===== src/rtl/adder_arbiter_if.sv =====
// Request/response bundle for the shared-adder arbiter.
// The master side owns the request operands and the response ready;
// the slave side (the arbiter) owns the grants and the registered result.
interface adder_arbiter_if #(
    parameter int WIDTH = 32,
    parameter int NREQ  = 3,
    parameter int IDW   = 2
);
    logic [NREQ-1:0]       req_valid;
    logic [NREQ-1:0]       req_ready;
    logic [NREQ*WIDTH-1:0] req_a;
    logic [NREQ*WIDTH-1:0] req_b;
    logic                  rsp_valid;
    logic                  rsp_ready;
    logic [WIDTH-1:0]      rsp_y;
    logic                  rsp_cout;
    logic [IDW-1:0]        rsp_id;

    modport master (
        output req_valid, req_a, req_b, rsp_ready,
        input  req_ready, rsp_valid, rsp_y, rsp_cout, rsp_id
    );

    modport slave (
        input  req_valid, req_a, req_b, rsp_ready,
        output req_ready, rsp_valid, rsp_y, rsp_cout, rsp_id
    );
endinterface


===== src/rtl/adder_arbiter.sv =====
// Shared unsigned adder with a round-robin arbiter in front of it.
// NREQ requesters offer operand pairs; one is granted per accept cycle,
// its operands are muxed into a single adder, and the sum, carry-out and
// owner ID are registered onto one backpressured response channel.

// Plain ripple-style unsigned adder; carry-out is the MSB of the
// zero-extended sum.
module adder #(
    parameter int WIDTH = 32
) (
    input  logic [WIDTH-1:0] i_a,
    input  logic [WIDTH-1:0] i_b,
    output logic [WIDTH-1:0] o_y,
    output logic             o_cout
);
    assign {o_cout, o_y} = {1'b0, i_a} + {1'b0, i_b};
endmodule

module adder_arbiter #(
    parameter int WIDTH = 32,
    parameter int NREQ  = 3,
    parameter int IDW   = 2
) (
    input  logic             clk,
    input  logic             reset,
    adder_arbiter_if.slave   bus
);
    typedef enum logic {S_IDLE, S_RESP} state_t;

    state_t            r_state;
    state_t            w_state_nxt;
    logic [IDW-1:0]    r_rr_ptr;
    logic              r_rsp_valid;
    logic [WIDTH-1:0]  r_rsp_y;
    logic              r_rsp_cout;
    logic [IDW-1:0]    r_rsp_id;

    logic              w_any;
    logic [IDW-1:0]    w_winner;
    logic [NREQ-1:0]   w_grant;
    logic              w_can_accept;
    logic              w_accept;
    logic [IDW-1:0]    w_ptr_nxt;
    logic [WIDTH-1:0]  w_op_a;
    logic [WIDTH-1:0]  w_op_b;
    logic [WIDTH-1:0]  w_sum;
    logic              w_cout;

    // Round-robin search: first pass covers rr_ptr..NREQ-1, the second
    // pass only fires when nothing was found there, so it covers the wrap.
    always_comb begin
        w_any    = 1'b0;
        w_winner = '0;
        w_grant  = '0;
        for (int i = 0; i < NREQ; i++) begin
            if (!w_any && bus.req_valid[i] && (IDW'(i) >= r_rr_ptr)) begin
                w_any      = 1'b1;
                w_winner   = IDW'(i);
                w_grant[i] = 1'b1;
            end
        end
        for (int i = 0; i < NREQ; i++) begin
            if (!w_any && bus.req_valid[i]) begin
                w_any      = 1'b1;
                w_winner   = IDW'(i);
                w_grant[i] = 1'b1;
            end
        end
    end

    // Steer the winner's operands into the single shared adder.
    always_comb begin
        w_op_a = '0;
        w_op_b = '0;
        for (int i = 0; i < NREQ; i++) begin
            if (IDW'(i) == w_winner) begin
                w_op_a = bus.req_a[i*WIDTH +: WIDTH];
                w_op_b = bus.req_b[i*WIDTH +: WIDTH];
            end
        end
    end

    adder #(.WIDTH(WIDTH)) u_adder (
        .i_a    (w_op_a),
        .i_b    (w_op_b),
        .o_y    (w_sum),
        .o_cout (w_cout)
    );

    // A new operation may enter when the output slot is empty or is
    // being drained this cycle; grants are suppressed during reset.
    assign w_can_accept  = (r_state == S_IDLE) || ((r_state == S_RESP) && bus.rsp_ready);
    assign w_accept      = w_can_accept && w_any && !reset;
    assign w_ptr_nxt     = (w_winner == IDW'(NREQ - 1)) ? '0 : w_winner + IDW'(1);
    assign bus.req_ready = w_accept ? w_grant : '0;

    // Next-state logic for the IDLE/RESP controller.
    always_comb begin
        w_state_nxt = r_state;
        case (r_state)
            S_IDLE: if (w_accept) w_state_nxt = S_RESP;
            S_RESP: begin
                if (w_accept)          w_state_nxt = S_RESP;
                else if (bus.rsp_ready) w_state_nxt = S_IDLE;
            end
            default: w_state_nxt = S_IDLE;
        endcase
    end

    // State, pointer and response registers; the pointer moves only when
    // a request is actually accepted.
    always_ff @(posedge clk) begin
        if (reset) begin
            r_state     <= S_IDLE;
            r_rr_ptr    <= '0;
            r_rsp_valid <= 1'b0;
            r_rsp_y     <= '0;
            r_rsp_cout  <= 1'b0;
            r_rsp_id    <= '0;
        end else begin
            r_state <= w_state_nxt;
            if (w_accept) begin
                r_rsp_y     <= w_sum;
                r_rsp_cout  <= w_cout;
                r_rsp_id    <= w_winner;
                r_rsp_valid <= 1'b1;
                r_rr_ptr    <= w_ptr_nxt;
            end else if ((r_state == S_RESP) && bus.rsp_ready) begin
                r_rsp_valid <= 1'b0;
            end
        end
    end

    assign bus.rsp_valid = r_rsp_valid;
    assign bus.rsp_y     = r_rsp_y;
    assign bus.rsp_cout  = r_rsp_cout;
    assign bus.rsp_id    = r_rsp_id;
endmodule


===== src/flat_wrapper.sv =====
// flat-port wrapper written by rule: the top's interface ports become plain ports
module adder_arbiter_flat 
#(
    parameter int WIDTH = 32,
    parameter int NREQ  = 3,
    parameter int IDW   = 2
)
  (clk, reset, bus_req_valid, bus_req_a, bus_req_b, bus_rsp_ready, bus_req_ready, bus_rsp_valid, bus_rsp_y, bus_rsp_cout, bus_rsp_id);
  adder_arbiter_if #(.WIDTH(WIDTH), .NREQ(NREQ), .IDW(IDW)) bus_i ();
  input  logic clk;
  input  logic reset;
  input wire logic [$bits(bus_i.req_valid)-1:0] bus_req_valid;
  input wire logic [$bits(bus_i.req_a)-1:0] bus_req_a;
  input wire logic [$bits(bus_i.req_b)-1:0] bus_req_b;
  input wire logic [$bits(bus_i.rsp_ready)-1:0] bus_rsp_ready;
  output wire logic [$bits(bus_i.req_ready)-1:0] bus_req_ready;
  output wire logic [$bits(bus_i.rsp_valid)-1:0] bus_rsp_valid;
  output wire logic [$bits(bus_i.rsp_y)-1:0] bus_rsp_y;
  output wire logic [$bits(bus_i.rsp_cout)-1:0] bus_rsp_cout;
  output wire logic [$bits(bus_i.rsp_id)-1:0] bus_rsp_id;
  assign bus_i.req_valid = bus_req_valid;
  assign bus_i.req_a = bus_req_a;
  assign bus_i.req_b = bus_req_b;
  assign bus_i.rsp_ready = bus_rsp_ready;
  assign bus_req_ready = bus_i.req_ready;
  assign bus_rsp_valid = bus_i.rsp_valid;
  assign bus_rsp_y = bus_i.rsp_y;
  assign bus_rsp_cout = bus_i.rsp_cout;
  assign bus_rsp_id = bus_i.rsp_id;
  adder_arbiter #(.WIDTH(WIDTH), .NREQ(NREQ), .IDW(IDW)) u_core (.clk(clk), .reset(reset), .bus(bus_i));
endmodule

===== config.mk =====
export PLATFORM = sky130hd
export DESIGN_NAME = adder_arbiter_flat
export DESIGN_NICKNAME = d
export VERILOG_FILES = /design/src/rtl/adder_arbiter_if.sv /design/src/rtl/adder_arbiter.sv /design/src/flat_wrapper.sv
export SDC_FILE = /design/constraint.sdc
export NUM_CORES = 1
export LEC_CHECK = 0
export CORE_MARGIN = 4
export CORE_UTILIZATION = 36
export CTS_CLUSTER_DIAMETER = 200
export DETAILED_ROUTE_END_ITERATION = 7
export HOLD_SLACK_MARGIN = 0.12
export PLACE_DENSITY = 0.88
export SLEW_MARGIN = 20
export SYNTH_ARGS = -nofsm -noshare
export SYNTH_HDL_FRONTEND = slang
export SYNTH_SLANG_ARGS = --single-unit

===== constraint.sdc =====
create_clock -name clk -period 4.4 [get_ports clk]
set_clock_uncertainty 0.2 [all_clocks]
set_input_delay 1.1 -clock clk [delete_from_list [all_inputs] [get_ports clk]]
set_output_delay 1.1 -clock clk [all_outputs]
set_load 0.005 [all_outputs]

Word-level counts from Yosys, hierarchy flattened
Index checks and enable logic that the tools add are counted.
- output and inout port bits: 39
- flip-flop bits (word level): 39
- bits of input ports: 198
- eq/ne operators: 3
- $lt $le $gt $ge: 3
- reductions and logical operators: 20
- muxes and demuxes: 30
- bitwise operators: 1
- add/sub/neg operators: 2
- operators with widths (cell ; number):
    32-bit two-way mux ; 6
    32-bit by 32-bit adder with 33-bit output ; 1
    1-bit two-way mux ; 17
    1-bit logical AND ; 11
    2-bit two-way mux ; 5
    1-bit logical NOT ; 6
    1-bit by 2-bit >= comparator with 1-bit output (first input constant) ; 2
    3-bit two-way mux ; 1
    2-bit by 1-bit adder with 2-bit output (second input constant) ; 1
    1-bit by 2-bit == test with 1-bit output (first input constant) ; 1
    2-bit == test (first input constant) ; 1
    2-bit == test (second input constant) ; 1
    2-bit >= comparator (first input constant) ; 1
    2-bit logical NOT ; 1
    1-bit one-hot mux with 2 select lines ; 1
    2-bit nonzero test ; 1
    1-bit logical OR ; 1
    1-bit inverter ; 1

Logic depth before layout (Yosys ltp)
Gate-level depths: netlist (run 1).
- word-level depth: 25
- depth in mapped cells: 18
- gate-level depth less buffers: 17

By module
A second synthesis (run 1) with hierarchy kept.
- cells, all modules: 675
- area total of the unflattened synthesis: 4294.1 um2
- by module, submodules not included (module ; cells an instance ; area each (um2) ; sequential area each (um2) ; times used):
    adder_arbiter ; 444 ; 2633.8 ; 780.7 ; 1
    adder ; 231 ; 1660.3 ; 0.0 ; 1

Least setup slack after synthesis (run 1)
OpenSTA, ideal clock, no wires.
- path kind: input port to flip-flop
- start: input bus_req_valid[2]
- end: register u_core.r_rsp_y[15] (netlist: u_core.bus.rsp_y[15])
- arrival: 4.073 ns
- path buffers: 2
- required time: 4.085 ns
- stages: 16
- setup slack: 0.012 ns
- library setup time: 0.115 ns
- path through: nor2b_1 > o21ai_0 > and3_1 > clkbuf_1 > clkbuf_1 > a22oi_1 > nand2_1 > ha_1 > and4_4 > a221oi_2 > o21ai_2 > o21a_1 > o211ai_1 > a21oi_1 > or3_1 > a31o_1
- cells in the longest elaborated chain, start to end: 17
- elaborated cells between the ends (all ways): 28
- those cells by class: 1 x add/sub; 2 x eq/ne; 14 x mux; 11 x reduce/logical
- RTL lines (item ; line ; text):
    start: declaration ; flat_wrapper.sv:12 ; input wire logic [$bits(bus_i.req_valid)-1:0] bus_req_valid;
    1-bit logical AND (2 in series) ; adder_arbiter.sv:56 ; if (!w_any && bus.req_valid[i] && (IDW'(i) >= r_rr_ptr)) begin
    1-bit two-way mux ; adder_arbiter.sv:56 ;
    1-bit logical NOT ; adder_arbiter.sv:63 ; if (!w_any && bus.req_valid[i]) begin
    1-bit logical AND ; adder_arbiter.sv:63 ;
    1-bit two-way mux ; adder_arbiter.sv:63 ;
    1-bit logical NOT ; adder_arbiter.sv:63 ;
    1-bit logical AND ; adder_arbiter.sv:63 ;
    1-bit two-way mux ; adder_arbiter.sv:63 ;
    1-bit logical NOT ; adder_arbiter.sv:63 ;
    1-bit logical AND ; adder_arbiter.sv:63 ;
    2-bit two-way mux ; adder_arbiter.sv:63 ;
    2-bit logical NOT ; adder_arbiter.sv:76 ; if (IDW'(i) == w_winner) begin
    32-bit two-way mux (3 in series) ; adder_arbiter.sv:76 ;
    32-bit by 32-bit adder with 33-bit output ; adder_arbiter.sv:16 ; assign {o_cout, o_y} = {1'b0, i_a} + {1'b0, i_b};
    end signal: assignment ; adder_arbiter.sv:123 ; r_rsp_y <= w_sum;
    end: declaration ; adder_arbiter.sv:34 ; logic [WIDTH-1:0] r_rsp_y;
Several ways; a longest one is shown, not always the timed one.
A chain may end at the register's enable or synchronous reset.

Final worst setup path (run 1)
- start: input bus_req_valid[1]
- end: register u_core.r_rsp_y[26] (netlist: u_core.bus.rsp_y[26])
- cells in the longest elaborated chain, start to end: 21
- elaborated cells between the ends (all ways): 33
- those cells by class: 1 x add/sub; 2 x eq/ne; 16 x mux; 14 x reduce/logical
- RTL lines (item ; line):
    1-bit logical AND (2 in series) ; adder_arbiter.sv:56
    1-bit two-way mux ; adder_arbiter.sv:56
    1-bit logical NOT ; adder_arbiter.sv:56
    1-bit logical AND (2 in series) ; adder_arbiter.sv:56
    1-bit two-way mux ; adder_arbiter.sv:56
    1-bit logical NOT ; adder_arbiter.sv:63
    1-bit logical AND ; adder_arbiter.sv:63
    1-bit two-way mux ; adder_arbiter.sv:63
    1-bit logical NOT ; adder_arbiter.sv:63
    1-bit logical AND ; adder_arbiter.sv:63
    1-bit two-way mux ; adder_arbiter.sv:63
    1-bit logical NOT ; adder_arbiter.sv:63
    1-bit logical AND ; adder_arbiter.sv:63
    2-bit two-way mux ; adder_arbiter.sv:63
    2-bit logical NOT ; adder_arbiter.sv:76
    32-bit two-way mux (3 in series) ; adder_arbiter.sv:76
    32-bit by 32-bit adder with 33-bit output ; adder_arbiter.sv:16
Several ways; a longest one is shown, not always the timed one.

==> reports/results.tsv, run 1 <==
stage	metric	value	unit
power_and_ir_drop	P_int	1.58	mW
power_and_ir_drop	NetSw	982	uW
finish	Final Net Count	1157	
synth	Main synth FF type	dfxtp_1	
global_route	initial antenna violation count	0	
floorplan	# rows	38	
sta	Tcrit/Tclk final	97.4	%
setup_path	CP Cell Sequence	clkdlybuf4s15_1 -> a21oi_2 -> buf_4 -> o21ai_4 -> buf_6 -> o22ai_1 -> nor2_1 -> ha_2 -> inv_2 -> fa_2 -> nor2b_2 -> o31a_1 -> o21ai_2 -> a211o_1 -> a21oi_2 -> o221a_2 -> a21oi_2 -> a22o_1	
power_and_ir_drop	Clock power frac	14.0	%
finish	FILL cells	804	
worst_hold_path	worst hold path cell count	2	
setup_path	CP endpoint kind	register	
setup_path	Setup CP Type	in -> reg	
finish	diode count	0	
setup_path	Worst Path Max Fanout	4	
placed_design	# port buffers	236	
synth	Yosys warning count	0	
job	max-cap violations	0	
global_route	gr ovfl total	0	
synth	EDFF count, synth	0	
floorplan	initial core utilization	37.6	%
finish	share of cells above drive strength 1	19.0	%
power_and_ir_drop	Sw Ratio	38.3	%
synth	Mapped Cells	595	
worst_hold_path	Worst Hold Path EP	u_core.bus.rsp_y[25]	
finish	most frequent cells in the layout	233 x clkdlybuf4s50_1, 110 x buf_4, 99 x nand2_1, 72 x nor2_1, 39 x dfxtp_1	
detailed_routing	via count	6059	
clock_tree	CTS tree	done	
detailed_routing	Avg Vias per Cell	5.68	
power_and_ir_drop	Max rail drop VDD	0.225	mV
clock_tree	clock latency at the later pin of the worst-skew pair	0.28	ns
clock_tree	clock tree root driver cell	clkbuf_16	
sta	final hold violation count	0	
detailed_routing	wire per inst	18.6	um
setup_path	Req. time, crit path	4.37	ns
global_route	first-pass GRT wire length	28600	um
setup_path	R2R Path Start	u_core.r_rr_ptr[1]	
synth	Synth async-reset ratio	0	%
placed_design	GPL Wtd Cong	0.998	
floorplan	DIE HEIGHT	116	um
placed_design	Post-Place Cells	1051	
synth	post-synth top area share	18.8	%
placed_design	dpl ws	-0.705	ns
finish	fin cells	1067	
global_route	Tot GR Track Use	27.1	%
finish	area growth from synthesis to layout	88.1	%
power_and_ir_drop	Seq pwr share	19.7	%
setup_path	Critical Path Source Type	input port	
setup_path	slowest CP cell	fa_2	
sta	Max Slew Vio Count	0	
detailed_routing	drt total wl	19900	um
setup_path	Reg2Reg Depth	18	
status	outcome	finished, final reports clean	
detailed_routing	1st-iter DRT viols	602	
floorplan	Boundary Pins	237	
sta	final worst slack	0.117	ns
synth	synth top area cells	dfxtp_1 19%, ha_1 9.6%, nand2_1 9.2%, nor2_1 6.7%, a22oi_1 5.8%	
finish	commonest non-fill, non-tap cell in the layout	clkdlybuf4s50_1	
sta	Least-Margin Pin Slew	0.842	ns
clock_tree	Clock transition at path regs	0.06	ns
setup_path	Most common cell on crit path	a21oi_2	
setup_path	CP max stage delay	0.34	ns
power_and_ir_drop	Pwr Density	328	nW/um^2
clock_tree	CTS buffer count	5	
detailed_routing	drt drc	0	
global_route	vias in the first global route	5816	
power_and_ir_drop	combinational share of power	66.3	%
sta	minimum clock period	4.28	ns
clock_tree	Longest Clk Path Bufs	2	
synth	FF+latch count, synth	39	
clock_tree	H-tree Lvls	2	
synth	Mapped Nets	826	
power_and_ir_drop	static leakage	3.37	nW
floorplan	core box area	11100	sq um
worst_hold_path	hold path startpoint	u_core.bus.rsp_y[25]	
synth	Yosys cell types	64	
floorplan	die width	116	um
power_and_ir_drop	Final Power	2.57	mW
worst_hold_path	Worst Hold Class	reg -> reg	
detailed_routing	first drt pass iteration count	5	
synth	Avg Cell Area, Syn	6.99	sq um
floorplan	Die ar.	13300	sq um
setup_path	FF-to-FF End	u_core.bus.rsp_y[26]	
sta	hold slack	0.254	ns
synth	Mapped Area	4160	sq um
sta	Slew headroom	43.7	%
clock_tree	CTS Sinks	39	
setup_path	worst path arrival time	4.25	ns
placed_design	HPWL after detailed placement	15600	um
setup_path	R2R Setup Slk	0.45	ns
synth	largest area contributor in the netlist	dfxtp_1	
global_route	largest net degree at the start of global routing	64	
synth	Seq/Total Area, Yosys	18.8	%
sta	endpoints failing setup	0	
sta	maximum clock rate	233	MHz
detailed_routing	Final ANT Viol Nets	0	
per-stage QoR:
step           instance area (sq um)  TNS (ns)  util [%]
4_1_cts                         7660         0      69.1
6_report                        7820         0      70.6
3_3_place_gp                    7430    -11.18      67.1
3_5_place_dp                    7430    -14.33      67.1
5_1_grt                         7820   -0.0601      70.6
2_1_floorplan                   4160         0         -
layer usage:
layer / vias to the layer above / part of all wire (%) / GRT usage [%]
li1: 2849 / - / -
met1: 2740 / 39 / 33.5
met2: 405 / 46 / 45.5
met3: 65 / 11 / 6.27
met4: 0 / 4.2 / 11.0
met5: - / 0 / 0
how the worst max path moves through the flow:
stage                                start              endpoint  slack, ns  depth (start not counted)
after floorplan           bus_req_valid[2]  u_core.bus.rsp_y[15]       0.01                         16
after global placement    bus_req_valid[2]  u_core.bus.rsp_y[25]      -0.61                         17
after detailed placement  bus_req_valid[2]  u_core.bus.rsp_y[26]      -0.70                         19
after CTS                 bus_req_valid[0]  u_core.bus.rsp_y[26]       0.03                         18
after global routing      bus_req_valid[2]  u_core.bus.rsp_y[26]      -0.03                         19
final                     bus_req_valid[1]  u_core.bus.rsp_y[26]       0.12                         18
flip-flops by register name (all words and copies together), names as in the netlist:
register,flops
u_core.bus.rsp_id,2
u_core.bus.rsp_y,32
u_core.bus.rsp_cout,1
u_core.r_state,1
u_core.r_rr_ptr,2
u_core.bus.rsp_valid,1
critical path, delay by kind of cell:
family	cells	cell delay (ns)
AOI/OAI and AO/OA	10	1.71
adders and majority gates	2	0.56
and+or+nand+nor	2	0.33
buffers and inverters	4	0.54
repair_timing:
item | 4_1_cts | 5_1_grt
endpoints found under the setup margin | 25 | 17
buffers inserted | 3 | 5
hold buffers | 0 | 0
pin swaps | 12 | 22
resized for setup | 24 | 27
cells in the mapped netlist, drive strengths merged (3+ instances only):
cell type	count
a211o	3
a211oi	7
a21o	15
a21oi	36
a22oi	32
a311oi	3
a31o	4
a31oi	7
and3	8
buf	8
clkbuf	24
dfxtp	39
ha	32
inv	8
mux2i	3
nand2	102
nand2b	6
nand3	25
nand4	5
nor2	74
nor2b	7
nor3	11
nor3b	5
o211ai	6
o21a	10
o21ai	39
o22ai	25
o31ai	4
or3	5
xnor2	7
xor2	11
kinds of logic after synthesis:
| logic type | count (synthesis) | share of synthesized area, % |
|---|---|---|
| AOI/OAI and AO/OA | 206 | 34.5 |
| xor gates and xnor gates | 18 | 3.79 |
| adders and majority gates | 33 | 10.1 |
| buffers and inverters | 41 | 4.72 |
| DFF | 39 | 18.8 |
| muxes | 3 | 0.722 |
| and+or+nand+nor | 255 | 27.4 |
area by class of cell:
cell class | instances | area [sq um] | area share (%)
inverter | 9 | 33.8 | 0.432
multi-input combinational | 515 | 3360 | 43.0
tap | 140 | 175 | 2.24
sequential | 39 | 781 | 9.98
clock buffer | 7 | 133 | 1.70
clock inverter | 1 | 5.00 | 0.0640
timing repair buffer | 356 | 3330 | 42.6
power by group through the flow:
stage / Combinational (mW) / Sequential, mW / Clock, mW
finish: 1.70 / 0.506 / 0.359
global route: 1.83 / 0.513 / 0.370
CTS: 1.60 / 0.504 / 0.356
detailed placement: 1.58 / 0.511 / 0
global placement: 1.54 / 0.507 / 0
floorplan: 0.744 / 0.508 / 0
Note: power is estimated with default switching activity, not from simulation.
==> run 2: changes to the inputs <==
--- a/config.mk
+++ b/config.mk
@@ -5,7 +5,7 @@
 export SDC_FILE = /design/constraint.sdc
 export NUM_CORES = 1
 export LEC_CHECK = 0
-export CORE_MARGIN = 4
+export CORE_MARGIN = 5
 export CORE_UTILIZATION = 36
 export CTS_CLUSTER_DIAMETER = 200
 export DETAILED_ROUTE_END_ITERATION = 7
==> run 2 against run 1 <==
Non-clock buffer count fell by 6. Worst setup slack got worse by 0.0034 ns. Count of clock-buffer cells in the layout up 1. Wire length down 0.76%. Sequential cell count stayed put. First-iteration DRC count fell by 20%. Register-to-register slack improved by 0.09 ns. Fmax is essentially flat. Combinational power is essentially flat. Critical path type unchanged. Largest cell class unchanged. Highest routed layer unchanged.
==> reports/results.tsv, run 2 (synthesis gave the netlist of run 1 again) <==
stage	metric	value	unit	change
clock_tree	Longest Clk Path Bufs	2		unchanged
setup_path	Req. time, crit path	4.35	ns	-0.02 ns
status	outcome	finished, final reports clean		
clock_tree	clock latency at the later pin of the worst-skew pair	0.29	ns	about the same
setup_path	worst path arrival time	4.24	ns	about the same
sta	final worst slack	0.113	ns	-0.00336 ns
setup_path	CP Cell Sequence	dlygate4sd2_1 -> nor2b_4 -> o21ai_2 -> nand3_2 -> buf_4 -> buf_4 -> o22ai_1 -> nor2_2 -> ha_1 -> and4_4 -> o211ai_1 -> a21oi_4 -> o21ai_2 -> buf_4 -> a21o_4 -> o311ai_4 -> xnor2_1 -> o21ai_1		
detailed_routing	1st-iter DRT viols	482		-20%
sta	maximum clock rate	233	MHz	about the same
finish	Final Net Count	1151		-0.52%
placed_design	# port buffers	236		unchanged
sta	Max Slew Vio Count	0		unchanged
setup_path	R2R Path Start	u_core.r_rr_ptr[1]		
clock_tree	CTS buffer count	5		unchanged
detailed_routing	drt total wl	19700	um	-0.76%
detailed_routing	Avg Vias per Cell	5.60		-1.3%
floorplan	die width	118	um	+1.7%
setup_path	Reg2Reg Depth	19		+1
setup_path	CP endpoint kind	register		
floorplan	Die ar.	13800	sq um	+3.5%
power_and_ir_drop	Max rail drop VDD	0.195	mV	-13%
clock_tree	Clock transition at path regs	0.06	ns	about the same
global_route	gr ovfl total	0		unchanged
setup_path	Worst Path Max Fanout	13		+9
clock_tree	CTS tree	done		
sta	endpoints failing setup	0		unchanged
clock_tree	clock tree root driver cell	clkbuf_16		
detailed_routing	via count	5969		-1.5%
worst_hold_path	worst hold path cell count	2		unchanged
sta	Least-Margin Pin Slew	0.763	ns	-0.0783 ns
job	max-cap violations	0		unchanged
finish	share of cells above drive strength 1	20.2	%	+1.2 points
setup_path	slowest CP cell	ha_1		
placed_design	dpl ws	-0.538	ns	+0.166 ns
worst_hold_path	Worst Hold Path EP	u_core.bus.rsp_y[23]		
placed_design	HPWL after detailed placement	15500	um	-0.62%
floorplan	Boundary Pins	237		unchanged
detailed_routing	first drt pass iteration count	6		+1
sta	Slew headroom	48.9	%	+5.2 points
floorplan	initial core utilization	36.6	%	-0.96 points
power_and_ir_drop	static leakage	3.37	nW	+0.19%
clock_tree	CTS Sinks	39		unchanged
finish	most frequent cells in the layout	233 x clkdlybuf4s50_1, 104 x buf_4, 100 x nand2_1, 65 x nor2_1, 39 x dfxtp_1		
setup_path	CP max stage delay	0.36	ns	+0.02 ns
global_route	first-pass GRT wire length	30000	um	+4.8%
detailed_routing	wire per inst	18.5	um	-0.58%
power_and_ir_drop	Pwr Density	331	nW/um^2	+0.86%
worst_hold_path	Worst Hold Class	reg -> reg		
sta	minimum clock period	4.29	ns	+0.00336 ns
sta	Tcrit/Tclk final	97.4	%	about the same
global_route	initial antenna violation count	1		+1
finish	max FFs per register	32		unchanged
setup_path	R2R Setup Slk	0.54	ns	+0.09 ns
global_route	Tot GR Track Use	26.6	%	-0.47 points
placed_design	GPL Wtd Cong	0.916		-8.2%
sta	final hold violation count	0		unchanged
setup_path	Critical Path Source Type	input port		
setup_path	FF-to-FF End	u_core.bus.rsp_y[26]		
global_route	vias in the first global route	5961		+2.5%
setup_path	Most common cell on crit path	buf_4		
floorplan	core box area	11400	sq um	+2.6%
setup_path	Setup CP Type	in -> reg		
floorplan	# rows	39		+2.6%
floorplan	DIE HEIGHT	118	um	+1.7%
clock_tree	H-tree Lvls	2		unchanged
detailed_routing	drt drc	0		unchanged
finish	fin cells	1065		-0.19%
detailed_routing	Final ANT Viol Nets	0		unchanged
finish	area growth from synthesis to layout	90.5	%	
worst_hold_path	hold path startpoint	u_core.bus.rsp_y[23]		
finish	commonest non-fill, non-tap cell in the layout	clkdlybuf4s50_1		
placed_design	Post-Place Cells	1046		-0.48%
global_route	largest net degree at the start of global routing	62		-3.1%
[run 2: power breakdown]
| group | switching, mW | total [mW] | internal (mW) |
|---|---|---|---|
| Combinational | 0.775 | 1.72 | 0.941 |
| Sequential | 0.0595 | 0.508 | 0.448 |
| Clock | 0.156 | 0.398 | 0.242 |
[run 2: cell type report]
cell class	instances	area, sq um
inverters	9	33.8
fillers	880	3450
repair buffers	350	3290
flip-flops and latches	39	781
well taps	143	179
diodes	1	2.50
clock buffers	8	156
multi-input cells	515	3480
[run 2: worst max-delay path by stage]
stage | cells after the start | to | from | slack, ns
after floorplan | 16 | u_core.bus.rsp_y[15] | bus_req_valid[2] | 0.01
after global placement | 20 | u_core.bus.rsp_y[26] | bus_req_valid[2] | -0.49
after detailed placement | 20 | u_core.bus.rsp_y[26] | bus_req_valid[2] | -0.54
after CTS | 17 | u_core.bus.rsp_y[26] | bus_req_valid[0] | 0.07
after global routing | 17 | u_core.bus.rsp_y[15] | bus_req_valid[2] | -0.004
final | 18 | u_core.bus.rsp_y[25] | bus_req_valid[2] | 0.11
[run 2: worst max-delay path, delay by kind of cell]
| kind | cells | cell delay (ns) |
|---|---|---|
| AO/OA/AOI/OAI | 8 | 1.35 |
| XOR/XNOR | 1 | 0.16 |
| adder cells (fa/ha/maj) | 1 | 0.36 |
| buffers and inverters | 4 | 0.73 |
| AND/OR/NAND/NOR | 4 | 0.55 |
[run 2: timing repair]
item / 4_1_cts / 5_1_grt
hold buffers: 0 / 0
endpoints found under the setup margin: 20 / 19
setup buffers: 8 / 2
pin swaps: 25 / 20
gates resized for setup: 30 / 34
[run 2: per-layer routing]
metal	global-route usage (%)	vias to the layer above	wire (um)
met1	32.9	2748	7960
met4	8.82	0	609
met3	5.43	51	1740
met2	46.1	321	9420
li1	-	2849	-
met5	0	-	0
[run 2: metrics by stage]
step           setup TNS, ns  utilization [%]  power (mW)  cell area [sq um]  hold WS (ns)
2_1_floorplan              0                -        1.25               4160         0.225
3_5_place_dp           -9.16             64.9        2.06               7370         0.236
4_1_cts                    0             68.1        2.52               7740         0.245
5_1_grt             -0.00351             69.7        2.78               7920         0.270
6_report                   0             69.7        2.62               7920         0.245
3_3_place_gp           -8.04             64.9        2.04               7370         0.229
==> RTL edit (flow settings as in run 1) <==
`NREQ` is set to 3 in 3 places; all go to 5.
--- a/src/rtl/adder_arbiter_if.sv
+++ b/src/rtl/adder_arbiter_if.sv
@@ -3,7 +3,7 @@
 // the slave side (the arbiter) owns the grants and the registered result.
 interface adder_arbiter_if #(
     parameter int WIDTH = 32,
-    parameter int NREQ  = 3,
+    parameter int NREQ  = 5,
     parameter int IDW   = 2
 );
     logic [NREQ-1:0]       req_valid;
--- a/src/rtl/adder_arbiter.sv
+++ b/src/rtl/adder_arbiter.sv
@@ -18,7 +18,7 @@
 
 module adder_arbiter #(
     parameter int WIDTH = 32,
-    parameter int NREQ  = 3,
+    parameter int NREQ  = 5,
     parameter int IDW   = 2
 ) (
     input  logic             clk,
--- a/src/flat_wrapper.sv
+++ b/src/flat_wrapper.sv
@@ -2,7 +2,7 @@
 module adder_arbiter_flat 
 #(
     parameter int WIDTH = 32,
-    parameter int NREQ  = 3,
+    parameter int NREQ  = 5,
     parameter int IDW   = 2
 )
   (clk, reset, bus_req_valid, bus_req_a, bus_req_b, bus_rsp_ready, bus_req_ready, bus_rsp_valid, bus_rsp_y, bus_rsp_cout, bus_rsp_id);
Interface: changed (resized bus_req_a, bus_req_b, bus_req_ready and bus_req_valid); port bits go from 237 to 369. No check against the original RTL was run, so the function may have changed too.
==> RTL edit against run 1 <==
The run now ends with negative setup slack left; cell area is 37% higher; critical path depth is 8 higher; worst setup slack worse by 1.0 ns; first-iteration DRC count is 2.8% higher; routed wire length is 41% higher; area after synthesis is 24% higher; global-route usage is 3.4 points higher; sequential cell count stayed put; highest routed layer unchanged.
Power is not compared: it rests on default switching activity, and its combinational part moved more than twofold at a synthesized area within 25%.
==> RTL edit: results <==
export IMPL_arrival_ns=5.31
export IMPL_finalSetupViolations=27
export IMPL_wl_met3_um=2510
export IMPL_tns_ns=-15.55
export IMPL_fin_nets=1696
export IMPL_synthFlopType="dfxtp_1"
export IMPL_io_buffer_count=304
export IMPL_holdCritStartpoint="u_core.r_state"
export IMPL_cpLargestDelayFamily="compound AO/OA/AOI/OAI gates"
export IMPL_post_route_util=0.769
export IMPL_vias=8202
export IMPL_grt_pass1_wl_um=39800
export IMPL_slew_headroom=0.627
export IMPL_drt_iter0_markers=619
export IMPL_synthTopCellsByCount="nor2_1 (165), a21oi_1 (163), nand2_1 (146)"
export IMPL_violations="negative setup slack"
export IMPL_status="finished, violations left"
export IMPL_reg2reg_from="u_core.r_rr_ptr[0]"
export IMPL_dr_pass1_iters=7
export IMPL_num_multi_input_gates=754
export IMPL_drive_gt1_frac=0.245
export IMPL_dp_hpwl_um=20700
export IMPL_wirelength_um=28100
export IMPL_cp_max_fo=9
export IMPL_ys_seq_area_frac=0.152
export IMPL_n_fill_cell=963
export IMPL_grt_pass1_vias=8016
export IMPL_multi_input_area_share=0.432
export IMPL_grt_use_total=0.306
export IMPL_dp_slack_ns=-1.48
export IMPL_buffers=517
export IMPL_ys_top_cells_by_area="a21oi_1 (16%), dfxtp_1 (15%), nor2_1 (12%)"
export IMPL_placed_cells=1462
export IMPL_rr_worst_depth=24
export IMPL_synth_cell_type_count=47
export IMPL_r2r_setup_slack_ns=-0.35
export IMPL_antennaDiodeCount=0
export IMPL_fin_ws_ns=-0.909
export IMPL_min_path_cells=1
export IMPL_clk_share=0.0139
export IMPL_synth_warnings=0
export IMPL_hold_path_end="u_core.bus.rsp_valid"
export IMPL_final_nonclk_buf_share=0.454
export IMPL_grt_max_degree=42
export IMPL_gp_congestion=0.951
export IMPL_crit_start="bus_req_valid[0]"
export IMPL_syn_nets=1236
export IMPL_maxCapViolCount=0
export IMPL_async_reset_ff_frac=0
export IMPL_dr_wl_met2_um=13800
export IMPL_wl_per_cell_um=18.6
export IMPL_nNonClkInverters=14
export IMPL_syn_avg_cell_area_um2=5.91
export IMPL_max_stage_delay_ns=0.42
export IMPL_r2r_end="u_core.bus.rsp_y[30]"
export IMPL_placed_cell_area_um2=9700
[RTL edit: timing repair]
action / CTS / global route
pin swaps: 62 / 41
buffers inserted: 30 / 10
endpoints found under the setup margin: 34 / 32
cloned: 3 / 0
resized for setup: 118 / 49
[RTL edit: kinds of logic (layout without fill, tap and decap cells)]
kind of cell / after synthesis / in the layout / synth area share
XOR/XNOR: 28 / 28 / 0.0476
multiplexers: 7 / 7 / 0.0136
AO/OA/AOI/OAI: 315 / 315 / 0.341
buffers and inverters: 78 / 539 / 0.0569
flip-flops: 39 / 39 / 0.152
adder cells (fa/ha/maj): 37 / 37 / 0.0914
AND/OR/NAND/NOR: 367 / 367 / 0.298
[RTL edit: layer usage]
metal  global-route usage  vias to the layer above
met3               0.0635                      132
met2                0.565                      490
met4                0.129                        0
li1                     -                     3935
met5                    0                        -
met1                0.337                     3645
